==> src/rtl/v_issue_seq.sv <==
// v_issue_seq: vector issue sequencer.
// Takes one decoded vector instruction at a time over a valid/ready handshake.
// It holds the current vector length (vl) and updates it on vconfig.
// It breaks each unit instruction into LANES-wide element beats for the execution side.
//
// Ports:
//   clk, nrst                   clock; asynchronous active-low reset
//   in_valid / in_ready         instruction handshake (ready only in IDLE)
//   is_vconfig, avl             vconfig flag and requested vector length
//   v_alu_op, is_mul, v_red_op,
//   v_sldu_op, v_lsu_op         decoded unit fields (0 = none)
//   vd, vs1, vs2                register indices
//   vl                          current vector length
//   iss_valid / iss_ready       beat handshake
//   iss_unit, iss_op            target unit (1 ALU..5 LSU) and its opcode
//   iss_vd, iss_vs1, iss_vs2    latched register indices
//   iss_elem_base               index of first element in the beat
//   iss_elem_mask               per-lane active mask (base+i < vl)
//   iss_last                    final beat of the instruction
//   busy                        sequencer is issuing beats
module v_issue_seq #(
    parameter int LANES = 4,
    parameter int VLMAX = 32,
    parameter int VLW   = $clog2(VLMAX + 1)
) (
    input  logic             clk,
    input  logic             nrst,
    input  logic             in_valid,
    output logic             in_ready,
    input  logic             is_vconfig,
    input  logic [3:0]       v_alu_op,
    input  logic             is_mul,
    input  logic [2:0]       v_red_op,
    input  logic [2:0]       v_sldu_op,
    input  logic [3:0]       v_lsu_op,
    input  logic [4:0]       vd,
    input  logic [4:0]       vs1,
    input  logic [4:0]       vs2,
    input  logic [31:0]      avl,
    output logic [VLW-1:0]   vl,
    output logic             iss_valid,
    input  logic             iss_ready,
    output logic [2:0]       iss_unit,
    output logic [3:0]       iss_op,
    output logic [4:0]       iss_vd,
    output logic [4:0]       iss_vs1,
    output logic [4:0]       iss_vs2,
    output logic [VLW-1:0]   iss_elem_base,
    output logic [LANES-1:0] iss_elem_mask,
    output logic             iss_last,
    output logic             busy
);

    typedef enum logic {IDLE, ISSUE} state_t;

    state_t         state, state_d;
    logic [VLW-1:0] vl_q;
    logic [VLW:0]   base_q;
    logic [VLW:0]   base_next;
    logic [2:0]     unit_q;
    logic [3:0]     op_q;
    logic [4:0]     vd_q, vs1_q, vs2_q;

    logic [2:0]     sel_unit;
    logic [3:0]     sel_op;
    logic           accept;
    logic           start;
    logic           beat_fire;
    logic           last_hit;

    // Unit priority: LSU > SLDU > RED > MUL > ALU.
    always_comb begin
        sel_unit = '0;
        sel_op   = '0;
        if (v_lsu_op != '0) begin
            sel_unit = 3'd5;
            sel_op   = v_lsu_op;
        end else if (v_sldu_op != '0) begin
            sel_unit = 3'd4;
            sel_op   = {1'b0, v_sldu_op};
        end else if (v_red_op != '0) begin
            sel_unit = 3'd3;
            sel_op   = {1'b0, v_red_op};
        end else if (is_mul) begin
            sel_unit = 3'd2;
            sel_op   = 4'd1;
        end else if (v_alu_op != '0) begin
            sel_unit = 3'd1;
            sel_op   = v_alu_op;
        end
    end

    // accept is decoded from state directly, not via in_ready, to keep the
    // handshake free of a combinational path through the FSM output block.
    assign accept    = in_valid && (state == IDLE);
    assign start     = accept && !is_vconfig && (sel_unit != '0) && (vl_q != '0);
    assign base_next = base_q + (VLW + 1)'(LANES);
    assign last_hit  = base_next >= {1'b0, vl_q};
    assign beat_fire = (state == ISSUE) && iss_ready;

    always_ff @(posedge clk or negedge nrst) begin
        if (!nrst) begin
            state <= IDLE;
        end else begin
            state <= state_d;
        end
    end

    always_comb begin
        state_d   = state;
        in_ready  = 1'b0;
        iss_valid = 1'b0;
        busy      = 1'b0;
        case (state)
            IDLE: begin
                in_ready = 1'b1;
                if (start) state_d = ISSUE;
            end
            ISSUE: begin
                iss_valid = 1'b1;
                busy      = 1'b1;
                if (beat_fire && last_hit) state_d = IDLE;
            end
            default: state_d = IDLE;
        endcase
    end

    always_ff @(posedge clk or negedge nrst) begin
        if (!nrst) begin
            vl_q   <= '0;
            base_q <= '0;
            unit_q <= '0;
            op_q   <= '0;
            vd_q   <= '0;
            vs1_q  <= '0;
            vs2_q  <= '0;
        end else begin
            if (accept && is_vconfig) begin
                vl_q <= (avl > 32'(VLMAX)) ? VLW'(VLMAX) : avl[VLW-1:0];
            end
            if (start) begin
                unit_q <= sel_unit;
                op_q   <= sel_op;
                vd_q   <= vd;
                vs1_q  <= vs1;
                vs2_q  <= vs2;
                base_q <= '0;
            end else if (beat_fire) begin
                if (last_hit) begin
                    unit_q <= '0;
                    op_q   <= '0;
                    base_q <= '0;
                end else begin
                    base_q <= base_next;
                end
            end
        end
    end

    always_comb begin
        iss_elem_mask = '0;
        if (state == ISSUE) begin
            for (int unsigned i = 0; i < LANES; i++) begin
                iss_elem_mask[i] = (base_q + (VLW + 1)'(i)) < {1'b0, vl_q};
            end
        end
    end

    assign iss_last      = (state == ISSUE) && last_hit;
    assign vl            = vl_q;
    assign iss_unit      = unit_q;
    assign iss_op        = op_q;
    assign iss_vd        = vd_q;
    assign iss_vs1       = vs1_q;
    assign iss_vs2       = vs2_q;
    assign iss_elem_base = base_q[VLW-1:0];

endmodule

==> config.mk <==
export PLATFORM = sky130hd
export DESIGN_NAME = v_issue_seq
export DESIGN_NICKNAME = d
export VERILOG_FILES = /design/src/rtl/v_issue_seq.sv
export SDC_FILE = /design/constraint.sdc
export NUM_CORES = 1
export LEC_CHECK = 0
export CORE_UTILIZATION = 43
export DETAILED_ROUTE_END_ITERATION = 8
export GPL_TIMING_DRIVEN = 0
export HOLD_SLACK_MARGIN = 0.05
export PLACE_DENSITY = 0.88
export SYNTH_ARGS = -nofsm -noshare
export SYNTH_HDL_FRONTEND = slang
export SYNTH_SLANG_ARGS = --single-unit
==> constraint.sdc <==
create_clock -name clk -period 6.9 [get_ports clk]
set_clock_uncertainty 0.15 [all_clocks]
set_input_delay 1.725 -clock clk [delete_from_list [all_inputs] [get_ports clk]]
set_output_delay 1.725 -clock clk [all_outputs]
set_load 0.02 [all_outputs]
* After elaboration in Yosys (flattened, before gate mapping)
Cells that the tools add are included.
W data, S select, Z words.
** Word-level totals
- Output and inout port bits :: 42
- Input port bits :: 67
- Bits in registers :: 36
- Logic and storage cells :: 63
** Operators by class
- Multiplexer cells :: 26
- Bitwise gates (word level) :: 1
- Add/sub/neg operators :: 4
- Order comparisons :: 6
- Reduce and logical (&&, ||, !) cells :: 18
** Operators by type and width (number)
- $mux W4 :: 9
- $gt A32 B6 Y1 const B :: 1
- $lt A7 B6 Y1 :: 4
- $mux W7 :: 3
- $mux W3 :: 5
- $add A7 B2 Y7 const B :: 2
- $reduce_bool A3 Y1 :: 3
- $logic_and A1 B1 Y1 :: 8
- $reduce_bool A4 Y1 :: 2
- $add A7 B1 Y7 const B :: 1
- $add A7 B3 Y7 const B :: 1
- $ge A7 B6 Y1 :: 1
- $mux W6 :: 1
- $reduce_bool A6 Y1 :: 1
- $mux W1 :: 5
- $mux W2 :: 2
- $reduce_bool A2 Y1 :: 2
- $pmux W1 S2 :: 1
- $reduce_and A2 Y1 :: 1
- $logic_not A1 Y1 :: 1
- $not A1 Y1 :: 1

* Longest topological paths before layout
Gate-level depths: netlist of run 1.
- Depth after elaboration :: 11
- Mapped depth :: 8
- Mapped depth without buffers :: 7

* Least setup slack after synthesis of run 1
OpenSTA, ideal clock, no wires.
- Path type :: reg-to-output
- Start :: register vl_q[2], in the netlist vl[2]
- End :: output iss_elem_mask[0]
- Arrival time :: 2.272 ns
- Path buffers :: 0
- Stages on the path, launching flop included :: 7
- Data required time :: 5.025 ns
- Setup slack :: 2.753 ns
- Path through :: dfrtp_1 -> inv_1 -> ha_1 -> nor3_1 -> o21ai_0 -> a21oi_1 -> a2111oi_0
** Between the ends
- Word-level cells in the longest chain between the ends :: 2
** RTL lines
- start, declared :: line 57 : logic [VLW-1:0] vl_q;
- start signal, assigned :: line 139 : vl_q <= (avl > 32'(VLMAX)) ? VLW'(VLMAX) : avl[VLW-1:0];
- $lt A7 B6 Y1 :: line 164 : iss_elem_mask[i] = (base_q + (VLW + 1)'(i)) < {1'b0, vl_q};
- $mux W4 :: line 162 : if (state == ISSUE) begin
- end, declared :: line 49 : output logic [LANES-1:0] iss_elem_mask,
No other way between the ends.

* Final worst setup path of run 1
- Start :: register base_q[2]
- End :: output iss_elem_mask[0]
** Between the ends
- Word-level cells in the longest chain between the ends :: 2
** RTL lines
- start, declared :: line 58 : logic [VLW:0] base_q;
- start signal, assigned :: line 154 : base_q <= base_next;
- $lt A7 B6 Y1 :: line 164
- $mux W4 :: line 162
No other way between the ends.

==> results.toml, run 1 <==
[timing]
min_period_over_period_pct = 63.37
fin_setup_tns_ps = 0
fin_crit_ps = 4372
final_max_slew_viol_count = 0
relSlewSlack_pct = 50.10
setup_violations = 0
worst_slack_ps = 2528
tightest_slew_ps = 748.4
rsz0062_at_grt = "false"
hold_viol = 0
fmax_ghz = 0.2287

[global_route]
grt_use_met1_pct = 24.87
gr-total-overflow = 0
grt_use_total_pct = 20.35
grtUsageMet3_pct = 3.333
grt-busiest-layer = "met2"
grt_use_met2_pct = 36.45
grt_pass1_wl_um = 8411
grt_max_degree = 35
antenna_found_initial = 0
grt_pass1_vias = 1919

[floorplan]
die_y_um = 72.40
die_x_um = 72.40
start_util_pct = 44.82
rows = 25
pin_count = 109
dieArea_um2 = 5241
core_um2 = 4755

[power]
switching_power_uw = 473.2
powerDensity_nw_per_um2 = 362.7
power_frac_seq_pct = 27.7
ir_drop_mv = 0.1805
clockPowerShare_pct = 12.3
p_leak_nw = 1.399
swShare_pct = 38.72
fin_total_pwr_mw = 1.222
p_int_uw = 749.0
combinationalPowerShare_pct = 60.0

[clocking]
clock_latency_ps = 280
cts_tree = "done"
clockBufferDepth = 2
numCtsBuffers = 5
ctsHoldBuffers = 0
htree_levels = 2
cts_resized = 0
cts_num_sinks = 34
post_cts_buffers = 0
root_buffer = "clkbuf_8"
clkTransAtPathRegs_ps = 70

[yosys]
yosys.area_share.simple_pct = 15.62
syn_avg_cell_area_um2 = 10.60
netlist-cell-type-count = 49
ys_warn_count = 0
synth_area_um2 = 2131
synth_compound_area_share_pct = 15.50
synth_area_leaders = "dfrtp_1, mux2_4, ha_1"
synth_xor_area_share_pct = 2.466
yosys.area_share.adder_pct = 8.808
synth_ff_type = "dfrtp_1"
synth_top_area_cell = "dfrtp_1"
synth_edf_count = 0
seq_area_frac_synth_pct = 39.93
netlist.area_leader.share_pct = 39.93
ys_ff_latch = 34
synthMuxAreaShare_pct = 10.86
postSynth.asyncResetShare_pct = 100.0
syn-instance-count = 201
synth_top_family_by_area = "simple AND/OR/NAND/NOR gates"

[worst_setup_path]
r2r_cells = 8
worst-path-buf-inv = 2
cp.arrival_ps = 2500
r2r_end = "iss_unit[1]"
critical_path.cell_chain = "inv_1 > ha_1 > nor3_1 > o21ai_0 > a21oi_1 > a2111oi_0 > clkdlybuf4s50_1"
path_max_fanout = 6
worst_path_largest_cell_delay_ps = 680
critPathSlowestCell = "clkdlybuf4s50_1"
endpoint_kind = "output pin"
cp-start-kind = "flop"
crit_family = "buffers and inverters"
crit_required_ps = 5030
reg2reg_slack_ps = 4380
rr_startpoint = "base_q[2]"
crit_type = "reg -> out"

[drt]
wire_per_inst_um = 13.78
vias = 2017
dr.pass1.iters = 7
drtIter0Drc = 77
wl_um = 5279
antenna_left = 0
viasPerCell = 5.266
drc = 0

[min_path]
min_to = "iss_vs2[4]"
hp-class = "reg -> reg"
hold_depth = 1
worstHoldStart = "iss_vs2[4]"

[finish]
fillers = 365
insertedDiodeCount = 0
fin_util_pct = 70.87
nets = 397
layout_common_cells = "clkdlybuf4s50_1, dfrtp_1, ha_1"
drive_gt1_share_pct = 14.56
syn2layout_area_growth_pct = 58.13
layout.cells.non_filler = 383
layout_commonest_cell = "clkdlybuf4s50_1"

[placed_design]
gp_congestion = 0.8192
placedCellCount = 375
pre_cts_slack_ps = 2792
dpl.hpwl_um = 4226
portBuffers = 106

[run]
drv_cap = 0

[status]
status = "complete, no violations"
## cell usage after synthesis, drive strengths merged (2+ instances only)
cell	count
nand3	6
buf	11
and2	3
xor2	3
nand2b	3
inv	8
nor3b	2
a21oi	6
dfrtp	34
mux2	15
nor3	9
a31o	5
a311oi	2
xnor2	3
o22ai	4
a31oi	3
nor4	9
or4	3
o31ai	2
nand2	6
nor2	9
a211oi	3
o2bb2ai	2
ha	15
and3	2
clkbuf	7
o21ai	12
## how the worst max path moves through the flow
stage | from | to | slack [ps] | depth (start not counted)
after global placement | base_q[2] | iss_elem_mask[0] | 2790 | 7
after global routing | vl[2] | iss_elem_mask[0] | 2230 | 7
after detailed placement | base_q[2] | iss_elem_mask[0] | 2790 | 7
after floorplan | vl[2] | iss_elem_mask[0] | 2750 | 6
after CTS | base_q[2] | iss_elem_mask[0] | 2470 | 7
final | base_q[2] | iss_elem_mask[0] | 2530 | 7
## layout make-up
class                   instances  area [um^2]  area share, %
plain buffers                  18        111.4          3.305
flip-flops and latches         34        850.8          25.25
clock inverters                 2        12.51         0.3713
multi-input cells             142         1142          33.90
inverters                       8        30.03         0.8912
clock buffers                   6        82.58          2.451
well taps                      67        83.83          2.488
repair buffers                106         1056          31.34
## stage by stage
| step | hold slack [ps] | instance area [um^2] |
|---|---|---|
| floorplan | 360.4 | 2135 |
| global placement | 339.5 | 3279 |
| detailed placement | 344.7 | 3274 |
| CTS | 366.9 | 3369 |
| global route | 382.8 | 3369 |
| finish | 360.2 | 3369 |
## flip-flops by register name, indices dropped and copies added (netlist names)
name / count
base_q: 5
iss_op: 4
iss_vs2: 5
iss_vs1: 5
vl: 6
state: 1
iss_unit: 3
iss_vd: 5
## worst register-to-register path, cell delays in order (launching register included)
cell and delay [ps]:
dfrtp_1 450, ha_1 280, xor2_1 170, ha_1 310, a21o_1 110, a21oi_1 70, a31oi_1 280, clkbuf_1 420
o32ai_1 150
## power by group through the flow
| stage | registers (mW) | clock network [mW] | logic [mW] |
|---|---|---|---|
| finish | 0.339 | 0.150 | 0.733 |
| global placement | 0.337 | 0 | 0.722 |
| global route | 0.347 | 0.159 | 0.793 |
| CTS | 0.339 | 0.154 | 0.739 |
| floorplan | 0.412 | 0 | 0.346 |
| detailed placement | 0.341 | 0 | 0.736 |
## routing by layer
metal,wire length (um),up-vias
met4,79,0
met5,0,-
met3,242,10
li1,-,970
met2,2703,68
met1,2253,969
## kinds of logic (layout without fill, tap and decap cells)
logic type               after synthesis  in the layout
AO/OA/AOI/OAI                         47             47
XOR/XNOR                               6              6
adder cells (fa/ha/maj)               15             15
buffers and inverters                 26            140
flip-flops                            34             34
multiplexers                          16             16
other                                  1              2
AND/OR/NAND/NOR                       56             56
Note: power is estimated with default switching activity, not from simulation.
==> run 2, diff against run 1 <==
- CORE_UTILIZATION: 43 -> 40
- PLACE_DENSITY: 0.88 -> 0.83
- clock period: 6.9 -> 4.2 ns (I/O delays scaled with it)
==> results.toml, run 2 (same netlist as run 1, synthesis figures left out) <==
[timing]
hold_viol = 0
rsz0062_at_grt = "false"
relSlewSlack_pct = 50.07
fmax_ghz = 0.2653
tightest_slew_ps = 749.0
min_period_over_period_pct = 89.76
final_max_slew_viol_count = 0
fin_setup_tns_ps = 0
fin_crit_ps = 3770
setup_violations = 0
holdWs_ps = 361.3
worst_slack_ps = 430.2

[placed_design]
pre_cts_slack_ps = 773.9
dpl.hpwl_um = 4510
portBuffers = 106
gp_congestion = 0.8138

[worst_setup_path]
cp.arrival_ps = 2570
worst_path_largest_cell_delay_ps = 690
critical_path.cell_chain = "inv_1 > ha_1 > nor3_1 > o21ai_0 > a21oi_1 > a2111oi_0 > clkdlybuf4s50_1"
critPathSlowestCell = "clkdlybuf4s50_1"
cp-start-kind = "flop"
crit_type = "reg -> out"
startpoint = "base_q[2]"
crit_required_ps = 3000
endpoint_kind = "output pin"
path_max_fanout = 6
r2r_cells = 8
rr_startpoint = "base_q[2]"

[min_path]
hp-class = "reg -> reg"
worstHoldStart = "iss_vs2[4]"
hold_depth = 1

[global_route]
gr-total-overflow = 0
grt_pass1_vias = 1952
antenna_found_initial = 0
grt_use_total_pct = 21.68
grt_pass1_wl_um = 9252
grt_max_degree = 35

[power]
ir_drop_mv = 0.2717
powerDensity_nw_per_um2 = 606.4
p_leak_nw = 1.409
fin_total_pwr_mw = 2.055

[finish]
largest_reg_flops = 6
layout_common_cells = "clkdlybuf4s50_1, dfrtp_1, ha_1"
insertedDiodeCount = 0
fillers = 431
drive_gt1_share_pct = 14.56
layout_commonest_cell = "clkdlybuf4s50_1"
syn2layout_area_growth_pct = 59.01
multi_input_area_um2 = 1142
nets = 397
regArea_um2 = 850.8

[clocking]
numCtsBuffers = 5
cts_resized = 0
htree_levels = 2
cts_num_sinks = 34
clock_latency_ps = 270
root_buffer = "clkbuf_8"
clkTransAtPathRegs_ps = 70
post_cts_buffers = 0
cts_tree = "done"
clockBufferDepth = 2
ctsHoldBuffers = 0

[drt]
vias = 1956
viasPerCell = 5.067
wl_um = 5592
antenna_left = 0
drtIter0Drc = 73
drc = 0
wire_per_inst_um = 14.49
dr.pass1.iters = 4

[floorplan]
start_util_pct = 41.72
die_y_um = 74.99
dieArea_um2 = 5623
rows = 26
core_um2 = 5107
die_x_um = 74.99
pin_count = 109

[status]
status = "complete, no violations"

[run]
drv_cap = 0
[run 2: cell types whose count changed in the layout (fill, tap and decap cells not counted), sizes merged]
cell | previous run | this run
clkbuf | 13 | 15
clkinvlp | 1 | 0
clkinv | 1 | 0
[run 2: routing by layer]
metal  vias up  wire (um)  track usage, %  part of all wire [%]
li1        970          -               -                     -
met1       919       2409           27.45                    43
met3         9        210           3.079                   3.8
met2        58       2897           38.94                    52
met4         0         75           5.241                   1.3
met5         -          0               0                     0
[run 2: final timing paths]
check	endpoint	slack, ps
min	iss_vs2[4]	360
max	iss_elem_mask[0]	430
min reg2reg	iss_vs2[4]	360
max reg2reg	iss_unit[1]	1700
min in group asynchronous	iss_vs2[3]	690
max in group asynchronous	iss_op[3]	2740
[run 2: metrics by stage]
| stage | utilization, % | cells | instance area, um^2 |
|---|---|---|---|
| 5_1_grt | 66.34 | 386 | 3388 |
| 2_1_floorplan | - | 202 | 2135 |
| 3_3_place_gp | 64.28 | 378 | 3283 |
| 3_5_place_dp | 64.18 | 378 | 3278 |
| 6_report | 66.34 | 386 | 3388 |
| 4_1_cts | 66.34 | 386 | 3388 |
[run 2: final cells by class]
class	instances	area share, %
timing repair buffer	106	31.17
sequential	34	25.11
buffer	18	3.287
tap	70	2.585
clock buffer	8	3.250
multi-input combinational	142	33.72
inverter	8	0.8863
[run 2: power breakdown]
| part | switching [mW] | total [mW] | internal (mW) | leakage [nW] |
|---|---|---|---|---|
| logic | 0.570 | 1.22 | 0.645 | 0.921 |
| clock network | 0.113 | 0.279 | 0.166 | 0.0575 |
| registers | 0.106 | 0.560 | 0.454 | 0.431 |
[run 2: critical path: cells and delay by family, from the launching register on]
family	cells	cell delay, ps
adders and majority gates	1	300
buffers and inverters	2	790
AOI/OAI and AO/OA	3	690
and+or+nand+nor	1	50
DFF	1	460
